===== config.mk =====
export PLATFORM = sky130hd
export DESIGN_NAME = sipo_frame_rx
export DESIGN_NICKNAME = d
export VERILOG_FILES = /design/src/rtl/serial_pkg.sv /design/src/rtl/sipo_frame_rx_shift.sv /design/src/rtl/sipo_frame_rx.sv
export SDC_FILE = /design/constraint.sdc
export NUM_CORES = 1
export LEC_CHECK = 0
export ABC_CLOCK_PERIOD_IN_PS = 2500
export CAP_MARGIN = 20
export CORE_UTILIZATION = 50
export CTS_CLUSTER_DIAMETER = 200
export DETAILED_ROUTE_END_ITERATION = 12
export GPL_TIMING_DRIVEN = 0
export PLACE_DENSITY_LB_ADDON = 0.05
export SLEW_MARGIN = 20
export SYNTH_ARGS = -nofsm -noshare
export SYNTH_HDL_FRONTEND = slang
export SYNTH_SLANG_ARGS = --single-unit

===== constraint.sdc =====
create_clock -name clk -period 2.5 [get_ports clk]
set_input_delay 0.75 -clock clk [delete_from_list [all_inputs] [get_ports clk]]
set_output_delay 0.75 -clock clk [all_outputs]
set_load 0.01 [all_outputs]

===== src/rtl/serial_pkg.sv =====
// serial_pkg: receiver state encoding and line-level bit constants shared by the serial RX/TX blocks
package serial_pkg;
    typedef enum logic [1:0] {
        IDLE   = 2'd0,
        DATA   = 2'd1,
        PARITY = 2'd2,
        STOP   = 2'd3
    } rx_state_t;
    localparam logic START_BIT = 1'b1;
    localparam logic STOP_BIT  = 1'b0;
endpackage


===== src/rtl/sipo_frame_rx_shift.sv =====
// sipo_shift: W-bit shift register filling from the MSB side so the first bit received lands in bit 0
module sipo_shift #(
    parameter int W = 8
) (
    input  logic         clk,
    input  logic         clear,
    input  logic         shift_en,
    input  logic         bit_in,
    output logic [W-1:0] data_out
);
    logic [W-1:0] data_d, data_q;
    always_comb data_d = clear ? '0 : shift_en ? {bit_in, data_q[W-1:1]} : data_q;
    always_ff @(posedge clk) data_q <= data_d;
    assign data_out = data_q;
endmodule


===== src/rtl/sipo_frame_rx.sv =====
// sipo_frame_rx: start/data/parity/stop frame deserialiser with a valid/ready parallel output
module sipo_frame_rx
    import serial_pkg::*;
#(
    parameter int DATA_W     = 8,
    parameter int PARITY_EN  = 1,
    parameter int PARITY_ODD = 0
) (
    input  logic              clk,
    input  logic              reset,
    input  logic              serial_in,
    output logic [DATA_W-1:0] out_data,
    output logic              out_valid,
    input  logic              out_ready,
    output logic              out_perr,
    output logic              frame_err,
    output logic              overrun,
    output logic              busy
);
    localparam int CW = $clog2(DATA_W);
    rx_state_t         state_d, state_q;
    logic [CW-1:0]     cnt_d, cnt_q;
    logic              perr_d, perr_q;
    logic [DATA_W-1:0] out_data_d, out_data_q;
    logic              out_valid_d, out_valid_q;
    logic              out_perr_d, out_perr_q;
    logic              frame_err_d, frame_err_q;
    logic              overrun_d, overrun_q;
    logic              shift_en, start_clr, load;
    logic [DATA_W-1:0] sh_data;
    sipo_shift #(.W(DATA_W)) u_shift (
        .clk      (clk),
        .clear    (reset || start_clr),
        .shift_en (shift_en),
        .bit_in   (serial_in),
        .data_out (sh_data)
    );
    always_comb begin
        state_d     = state_q;
        cnt_d       = cnt_q;
        perr_d      = perr_q;
        shift_en    = 1'b0;
        start_clr   = 1'b0;
        load        = 1'b0;
        frame_err_d = 1'b0;
        overrun_d   = 1'b0;
        case (state_q)
            IDLE: if (serial_in == START_BIT) begin
                state_d   = DATA;
                cnt_d     = '0;
                perr_d    = 1'b0;
                start_clr = 1'b1;
            end
            DATA: begin
                shift_en = 1'b1;
                cnt_d    = cnt_q + 1'b1;
                if (cnt_q == CW'(DATA_W - 1)) begin
                    cnt_d   = '0;
                    state_d = (PARITY_EN != 0) ? PARITY : STOP;
                end
            end
            PARITY: begin
                perr_d  = ^sh_data ^ serial_in ^ 1'(PARITY_ODD);
                state_d = STOP;
            end
            STOP: begin
                state_d = IDLE;
                // a 1 here is a broken frame, never a fresh start bit
                if (serial_in != STOP_BIT) frame_err_d = 1'b1;
                else if (!out_valid_q || out_ready) load = 1'b1;
                else overrun_d = 1'b1;
            end
            default: state_d = IDLE;
        endcase
        out_data_d  = load ? sh_data : out_data_q;
        out_perr_d  = load ? perr_q : out_perr_q;
        out_valid_d = load || (out_valid_q && !out_ready);
    end
    always_ff @(posedge clk) begin
        if (reset) begin
            state_q     <= IDLE;
            cnt_q       <= '0;
            perr_q      <= 1'b0;
            out_data_q  <= '0;
            out_valid_q <= 1'b0;
            out_perr_q  <= 1'b0;
            frame_err_q <= 1'b0;
            overrun_q   <= 1'b0;
        end else begin
            state_q     <= state_d;
            cnt_q       <= cnt_d;
            perr_q      <= perr_d;
            out_data_q  <= out_data_d;
            out_valid_q <= out_valid_d;
            out_perr_q  <= out_perr_d;
            frame_err_q <= frame_err_d;
            overrun_q   <= overrun_d;
        end
    end
    assign out_data  = out_data_q;
    assign out_valid = out_valid_q;
    assign out_perr  = out_perr_q;
    assign frame_err = frame_err_q;
    assign overrun   = overrun_q;
    assign busy      = state_q != IDLE;
endmodule

# Word-level counts from Yosys, hierarchy flattened
# Cells that the tools add are included.
# classes
addsub	1
n_eq_ne	6
mux	15
bitwise	2
reduce_logical	16
# op_table
operator	n
$mux 1	8
$pmux 2 s4	1
$reduce_xor 8->1	1
$mux 3	2
$pmux 3 s2	1
$reduce_and 2->1	3
$reduce_bool 2->1	3
$eq 2x2->1 const B	2
$mux 2	2
$ne 2x2->1 const B	2
$add 3x1->3 const B	1
$eq 3x3->1 const B	1
$logic_or 1x1->1	3
$reduce_or 3->1	1
$eq 2x1->1 const B	1
$logic_not 1->1	2
$logic_not 2->1	1
$pmux 1 s2	1
$reduce_or 2->1	1
$logic_and 1x1->1	1
$not 1->1	1
$xor 1x1->1	1
# word_totals
register_bits	26
inputBits	4
out_inout_bits	13
elab_cells	49

# Logic depth before layout (Yosys ltp)
# Gate-level depths: netlist of the first run.
# logic_depth
word_depth	6
ltp_mapped	6
mapped_depth_nobuf	6

# Modules after synthesis
# Synthesis of the first run repeated with hierarchy kept, for this count alone.
# unflattened
cells_unflattened	111
hier_area_um2	1112.3
# by_module_without_submodules
mod	n_inst	cells_per_inst	area_each_um2	seq_area_each_um2
sipo_frame_rx	1	85	827.0	360.3
sipo_shift	1	26	285.3	160.2

# Worst setup path after synthesis of the first run
# Ideal clock, no wire load.
# synth_timing
kind	input port to flip-flop
startpoint	input port serial_in
endpoint	register perr_q
setup_time_ps	132
arrival_ps	1507
required_time_ps	2368
setup_slack_ps	861
cell_stages	4
path_buffers	0
path_cell_list	xor2_1 -> xnor3_1 -> xnor2_1 -> o22ai_1
# synth_via
elab_chain_len	2
word_cells_on_any_way	4
cone_classes	1 x eq/ne; 1 x mux; 1 x bitwise; 1 x reduce/logical
# synth_rtl
item	line	rtl
start: declaration	sipo_frame_rx.sv:11	input logic serial_in,
$xor 1x1->1 or $ne 2x2->1 (tied branches)	n/a	
$pmux 1 s2 or $reduce_and 2->1 (tied branches)	n/a	
end signal: assignment	sipo_frame_rx.sv:92	perr_q <= perr_d;
end: declaration	sipo_frame_rx.sv:23	logic perr_d, perr_q;
# Several ways; a longest one is shown, not always the timed one.
# A chain may end at the register's enable or synchronous reset.

# Final worst setup path of the first run
# layout_timing
startpoint	register state_q[0]
endpoint	output port busy
# layout_via
elab_chain_len	1
# layout_rtl
item	line	rtl
start: declaration	sipo_frame_rx.sv:21	rx_state_t state_d, state_q;
start signal: assignment	sipo_frame_rx.sv:90	state_q <= state_d;
$reduce_bool 2->1	sipo_frame_rx.sv:105	assign busy = state_q != IDLE;
end: declaration	sipo_frame_rx.sv:18	output logic busy
# Every way passes these cells.

==> results.cfg, run 1 <==
[synthesis]
synth_cells = 121
yosysSeqAreaShare_pct = 47.2
ys_warn_count = 0
yosys-top-cells-area = dfxtp_1 (47%), mux2i_1 (8.2%), ha_1 (6.8%)
yosysTopAreaCellShare_pct = 47.2
ys_types = 24
synth.net_count = 131
syn-cell-area_sq_um = 1100
yosysTopAreaCell = dfxtp_1
syn_avg_cell_area_sq_um = 9.11
synth-seq-cells = 26

[critical_path]
end_kind = output pin
startpoint_type = register
critPathRequiredTime_ns = 1.75
critPathArrivalTime_ns = 1.63
cp_max_fo = 7
critical_path_class = reg2out

[floorplanning]
start_util_pct = 54.5
dieArea_sq_um = 2400
core-area_sq_um = 2020
die-height_um = 49.0
ios = 17
die_width_um = 49.0
rows = 16

[clocking]
clockRootBuffer = clkbuf_4
clk_pin_slew_ns = 0.13
cts.sinks = 26
clk_latency_ns = 0.31
cts_tree = built
cts_htree_levels = 1
clock_path_buffers = 2
hold_buffers = 0
numCtsBuffers = 3

[place]
dpl-instance-area_sq_um = 1290
hpwl_um = 1350
io_buffers = 15
finalWeightedCongestion = 0.806

[sta]
fmax_ghz = 0.421
period_share_pct = 95.0
final-max-slew-violation-count = 0
setup_viol = 0
hold_viol_final = 0
clock_skew_ns = 0.00818
tightestPinTransition_ns = 0.460
whs_ns = 0.461
fin_setup_tns_ns = 0
slew-limit-headroom_pct = 69.3
rsz0062_at_grt = false
min_period_ns = 2.38

[grt]
grt_overflow_total = 0
busiest_layer = met2
grt_use_met2_pct = 26.6
grt_usage_pct = 16.3
grt_pass1_wl_um = 2960
met3_usage_pct = 3.74
grtUsageMet1_pct = 21.6
antenna_found_initial = 0
grt_pass1_vias = 695
grt_max_degree = 15

[routing]
wire_per_inst_um = 10.6
drtAntennaViolNets = 0
drc = 0
drtIter0Drc = 18
drt_wl_total_um = 1770
first_pass_iters = 4
viasPerCell = 4.90
vias = 819

[hold_path]
hp-class = reg2reg

[power_and_ir_drop]
design_power_total_mw = 1.00
powerDensity_nw_per_um2 = 757
ir_drop_v = 0.000451
leakagePower_nw = 0.507

[layout]
drive_gt1_share_pct = 5.00
fin_area_sq_um = 1330
insertedDiodeCount = 0
synthToLayoutAreaGrowth_pct = 20.2
final_nets = 151

[status]
status = finished clean

[run]
drv_cap = 0
[power by group]
part | leakage [nW] | switching [mW] | internal [mW]
sequential | 0.211 | 0.0257 | 0.446
clock | 0.0210 | 0.116 | 0.0889
combinational | 0.275 | 0.178 | 0.149
total | 0.507 | 0.319 | 0.684
[synthesized netlist by cell type, drive strengths merged]
master,n
and2b,1
o21ai,3
nor3,3
a21oi,11
and3b,1
clkbuf,5
xnor2,4
nand2,19
mux2i,9
a22oi,1
inv,4
or3,1
xor2,2
nor2,13
dfxtp,26
ha,6
buf,1
nor3b,1
o22ai,1
xnor3,1
a32oi,1
nor2b,2
a21o,1
nand2b,4
[cells by family (layout without fill, tap and decap cells)]
group / after synthesis / in the layout / share of synthesized area, %
multiplexers: 9 / 9 / 8.17
XOR/XNOR: 7 / 7 / 6.81
buffers and inverters: 10 / 29 / 3.52
adder cells (fa/ha/maj): 6 / 6 / 6.81
AND/OR/NAND/NOR: 45 / 45 / 18.4
flip-flops: 26 / 26 / 47.2
AO/OA/AOI/OAI: 18 / 18 / 9.08
[worst paths after layout]
kind / endpoint / cells after the start / from / slack, ns
setup / recovery: busy / 4 / state_q[0]$_SDFFE_PP0P_ / 0.12
hold / removal: out_data[6]$_SDFFE_PP0P_ / 2 / out_data[6]$_SDFFE_PP0P_ / 0.46
setup reg to reg: cnt_q[1]$_SDFFE_PP0P_ / 6 / state_q[0]$_SDFFE_PP0P_ / 1.02
hold reg to reg: out_data[6]$_SDFFE_PP0P_ / 2 / out_data[6]$_SDFFE_PP0P_ / 0.46
[flip-flops by register name, indices dropped and copies added (netlist names)]
| name | flops |
|---|---|
| out_perr | 1 |
| u_shift.data_out | 8 |
| overrun | 1 |
| out_valid | 1 |
| out_data | 8 |
| frame_err | 1 |
| state_q | 2 |
| cnt_q | 3 |
| perr_q | 1 |
[layout make-up]
class | instances | area (sq um)
tap | 27 | 33.8
sequential | 26 | 523
clock buffer | 4 | 36.3
multi-input combinational | 85 | 543
timing repair buffer | 15 | 150
inverter | 4 | 15.0
fill | 183 | 697
buffer | 6 | 23.8
[per-stage QoR]
step	util [%]	instances	worst slack [ns]
after CTS	65.4	167	0.0513
after global placement	63.6	163	0.156
after detailed placement	63.6	163	0.144
after floorplan	-	121	0.861
after global routing	65.5	167	0.0477
final	65.5	167	0.125
[per-layer routing]
metal  share of wire, %  vias up
li1                   -      437
met1                 51      362
met2                 44       18
met3                3.9        2
met4               0.74        0
met5                  0        -
[cell usage in the layout, fill, tap and decap left out, types with 2 or more instances in the layout]
| master | synthesis | layout |
|---|---|---|
| clkbuf_4 | 0 | 3 |
| ha_1 | 6 | 6 |
| nand2b_1 | 4 | 4 |
| dfxtp_2 | 0 | 2 |
| clkdlybuf4s50_1 | 0 | 15 |
| dfxtp_1 | 26 | 24 |
| nor2_1 | 13 | 13 |
| o21ai_0 | 3 | 3 |
| mux2i_1 | 9 | 9 |
| nand2_1 | 19 | 19 |
| xor2_1 | 2 | 2 |
| nor3_1 | 3 | 3 |
| inv_1 | 4 | 4 |
| clkbuf_1 | 5 | 5 |
| nor2b_1 | 2 | 2 |
| xnor2_1 | 4 | 4 |
| a21oi_1 | 11 | 11 |
[repair_timing]
action | 4_1_cts | 5_1_grt
setup endpoints to repair | 0 | 1
buffers inserted | 0 | 0
gates resized for setup | 0 | 2
[critical path: stages, from the launching register on]
cell and delay, ns:
dfxtp_2 0.38, inv_1 0.07, ha_1 0.27, inv_1 0.07, clkdlybuf4s50_1 0.52
Note: power is estimated with default switching activity, not from simulation.
==> run 2, diff against run 1 <==
--- a/config.mk
+++ b/config.mk
@@ -7,6 +7,7 @@
 export LEC_CHECK = 0
 export ABC_CLOCK_PERIOD_IN_PS = 2500
 export CAP_MARGIN = 20
+export CORE_MARGIN = 2
 export CORE_UTILIZATION = 50
 export CTS_CLUSTER_DIAMETER = 200
 export DETAILED_ROUTE_END_ITERATION = 12
==> results.cfg, run 2 (synthesized netlist as in run 1, its figures left out) <==
[place]
hpwl_um = 1420
dp_cells = 163
finalWeightedCongestion = 0.785
io_buffers = 15

[routing]
drtIter0Drc = 16
drt_wl_total_um = 1840
vias = 831
drtAntennaViolNets = 0
wire_per_inst_um = 11.0
first_pass_iters = 4
drc = 0
viasPerCell = 4.98

[critical_path]
cpMostUsedCell = inv_1
critPathArrivalTime_ns = 1.64
startpoint_type = register
cp_max_fo = 7
end_kind = output pin
critPathMaxStageDelay_ns = 0.52
cp_slowest_cell = clkdlybuf4s50_1
critical_path_class = reg2out
critPathRequiredTime_ns = 1.75
worstPathCellList = inv_1 > ha_1 > inv_1 > clkdlybuf4s50_1

[floorplanning]
core-area_sq_um = 2020
die_width_um = 51.0
dieArea_sq_um = 2600
rows = 16
die-height_um = 51.0
start_util_pct = 54.5
ios = 17

[power_and_ir_drop]
comb_power_share_pct = 32.3
netSwitchingFraction_pct = 32.0
internal-power_uw = 683
design_power_total_mw = 1.00
leakagePower_nw = 0.507
clock_power_share_pct = 20.5
p_switching_uw = 321
ir_drop_v = 0.000630
powerDensity_nw_per_um2 = 758
sequentialPowerShare_pct = 47.1

[sta]
slew-limit-headroom_pct = 69.5
hold_viol_final = 0
min_period_ns = 2.39
final-max-slew-violation-count = 0
setup_viol = 0
fmax_ghz = 0.419
fin_setup_tns_ns = 0
tightestPinTransition_ns = 0.457
rsz0062_at_grt = false
period_share_pct = 95.6
clock_skew_ns = 0.00220

[layout]
synthToLayoutAreaGrowth_pct = 20.2
drive_gt1_share_pct = 5.00
final_nets = 151
layout_commonest_cell = dfxtp_1
insertedDiodeCount = 0
final_util_pct = 65.5
n_fill_cell = 183
most-common-layout-cells = dfxtp_1 (24), nand2_1 (19), clkdlybuf4s50_1 (15)
final_cells = 167

[clocking]
clk_pin_slew_ns = 0.13
post_cts_buffers = 0
clock_path_buffers = 2
cts_tree = built
numCtsBuffers = 3
cts_htree_levels = 1
clockRootBuffer = clkbuf_4
clk_latency_ns = 0.31
cts.sinks = 26

[grt]
grt_usage_pct = 16.5
grt_pass1_wl_um = 3270
grt_overflow_total = 0
grt_pass1_vias = 778
antenna_found_initial = 0
grt_max_degree = 15

[status]
status = finished clean

[run]
drv_cap = 0

[hold_path]
hp-class = reg2reg
run 2: cell counts in the layout (fill, tap and decap cells not counted):
No cell type changed its count.
run 2: power by group through the flow:
stage / Clock [mW] / Sequential, mW / Combinational (mW)
finish: 0.206 / 0.473 / 0.325
detailed placement: 0 / 0.479 / 0.326
global route: 0.228 / 0.477 / 0.368
floorplan: 0 / 0.472 / 0.251
CTS: 0.212 / 0.470 / 0.327
global placement: 0 / 0.476 / 0.316
run 2: stage by stage:
stage	hold slack, ns	area, sq um	setup WS, ns
floorplan	0.428	1100	0.861
global placement	0.442	1290	0.155
detailed placement	0.448	1290	0.154
CTS	0.466	1320	0.0394
global route	0.488	1330	0.0111
finish	0.462	1330	0.111
run 2: layout make-up:
class | count | area (sq um) | share of cell area [%]
Tap cell | 27 | 33.8 | 2.55
Multi-Input combinational cell | 85 | 543 | 41.0
Timing Repair Buffer | 15 | 150 | 11.3
Sequential cell | 26 | 523 | 39.5
Clock buffer | 4 | 36.3 | 2.74
Buffer | 6 | 23.8 | 1.79
Inverter | 4 | 15.0 | 1.13
run 2: path summary, 6_finish.rpt:
path / from / endpoint / slack [ns] / depth (start not counted)
worst max-delay path: state_q[0]$_SDFFE_PP0P_ / busy / 0.11 / 4
worst max register to register: state_q[0]$_SDFFE_PP0P_ / cnt_q[1]$_SDFFE_PP0P_ / 0.99 / 6
worst min register to register: out_data[3]$_SDFFE_PP0P_ / out_data[3]$_SDFFE_PP0P_ / 0.46 / 2
worst min-delay path: out_data[3]$_SDFFE_PP0P_ / out_data[3]$_SDFFE_PP0P_ / 0.46 / 2
run 2: metal layers:
layer / vias up / GRT usage, % / share of wire [%]
met5: - / 0 / 0
met4: 0 / 6.31 / 0.76
met3: 2 / 3.51 / 4.0
met2: 16 / 27.1 / 45
met1: 374 / 21.3 / 50
li1: 439 / - / -
run 2: timing repair:
action,4_1_cts,5_1_grt
endpoints found under the setup margin,0,1
hold endpoints to repair,0,0
resized for setup,0,2
hold buffers,0,0
run 2: worst max-delay path, delay by kind of cell, from the launching register on:
family / cells / cell delay (ns)
flip-flops: 1 / 0.39
buffers and inverters: 3 / 0.67
adder cells (fa/ha/maj): 1 / 0.27
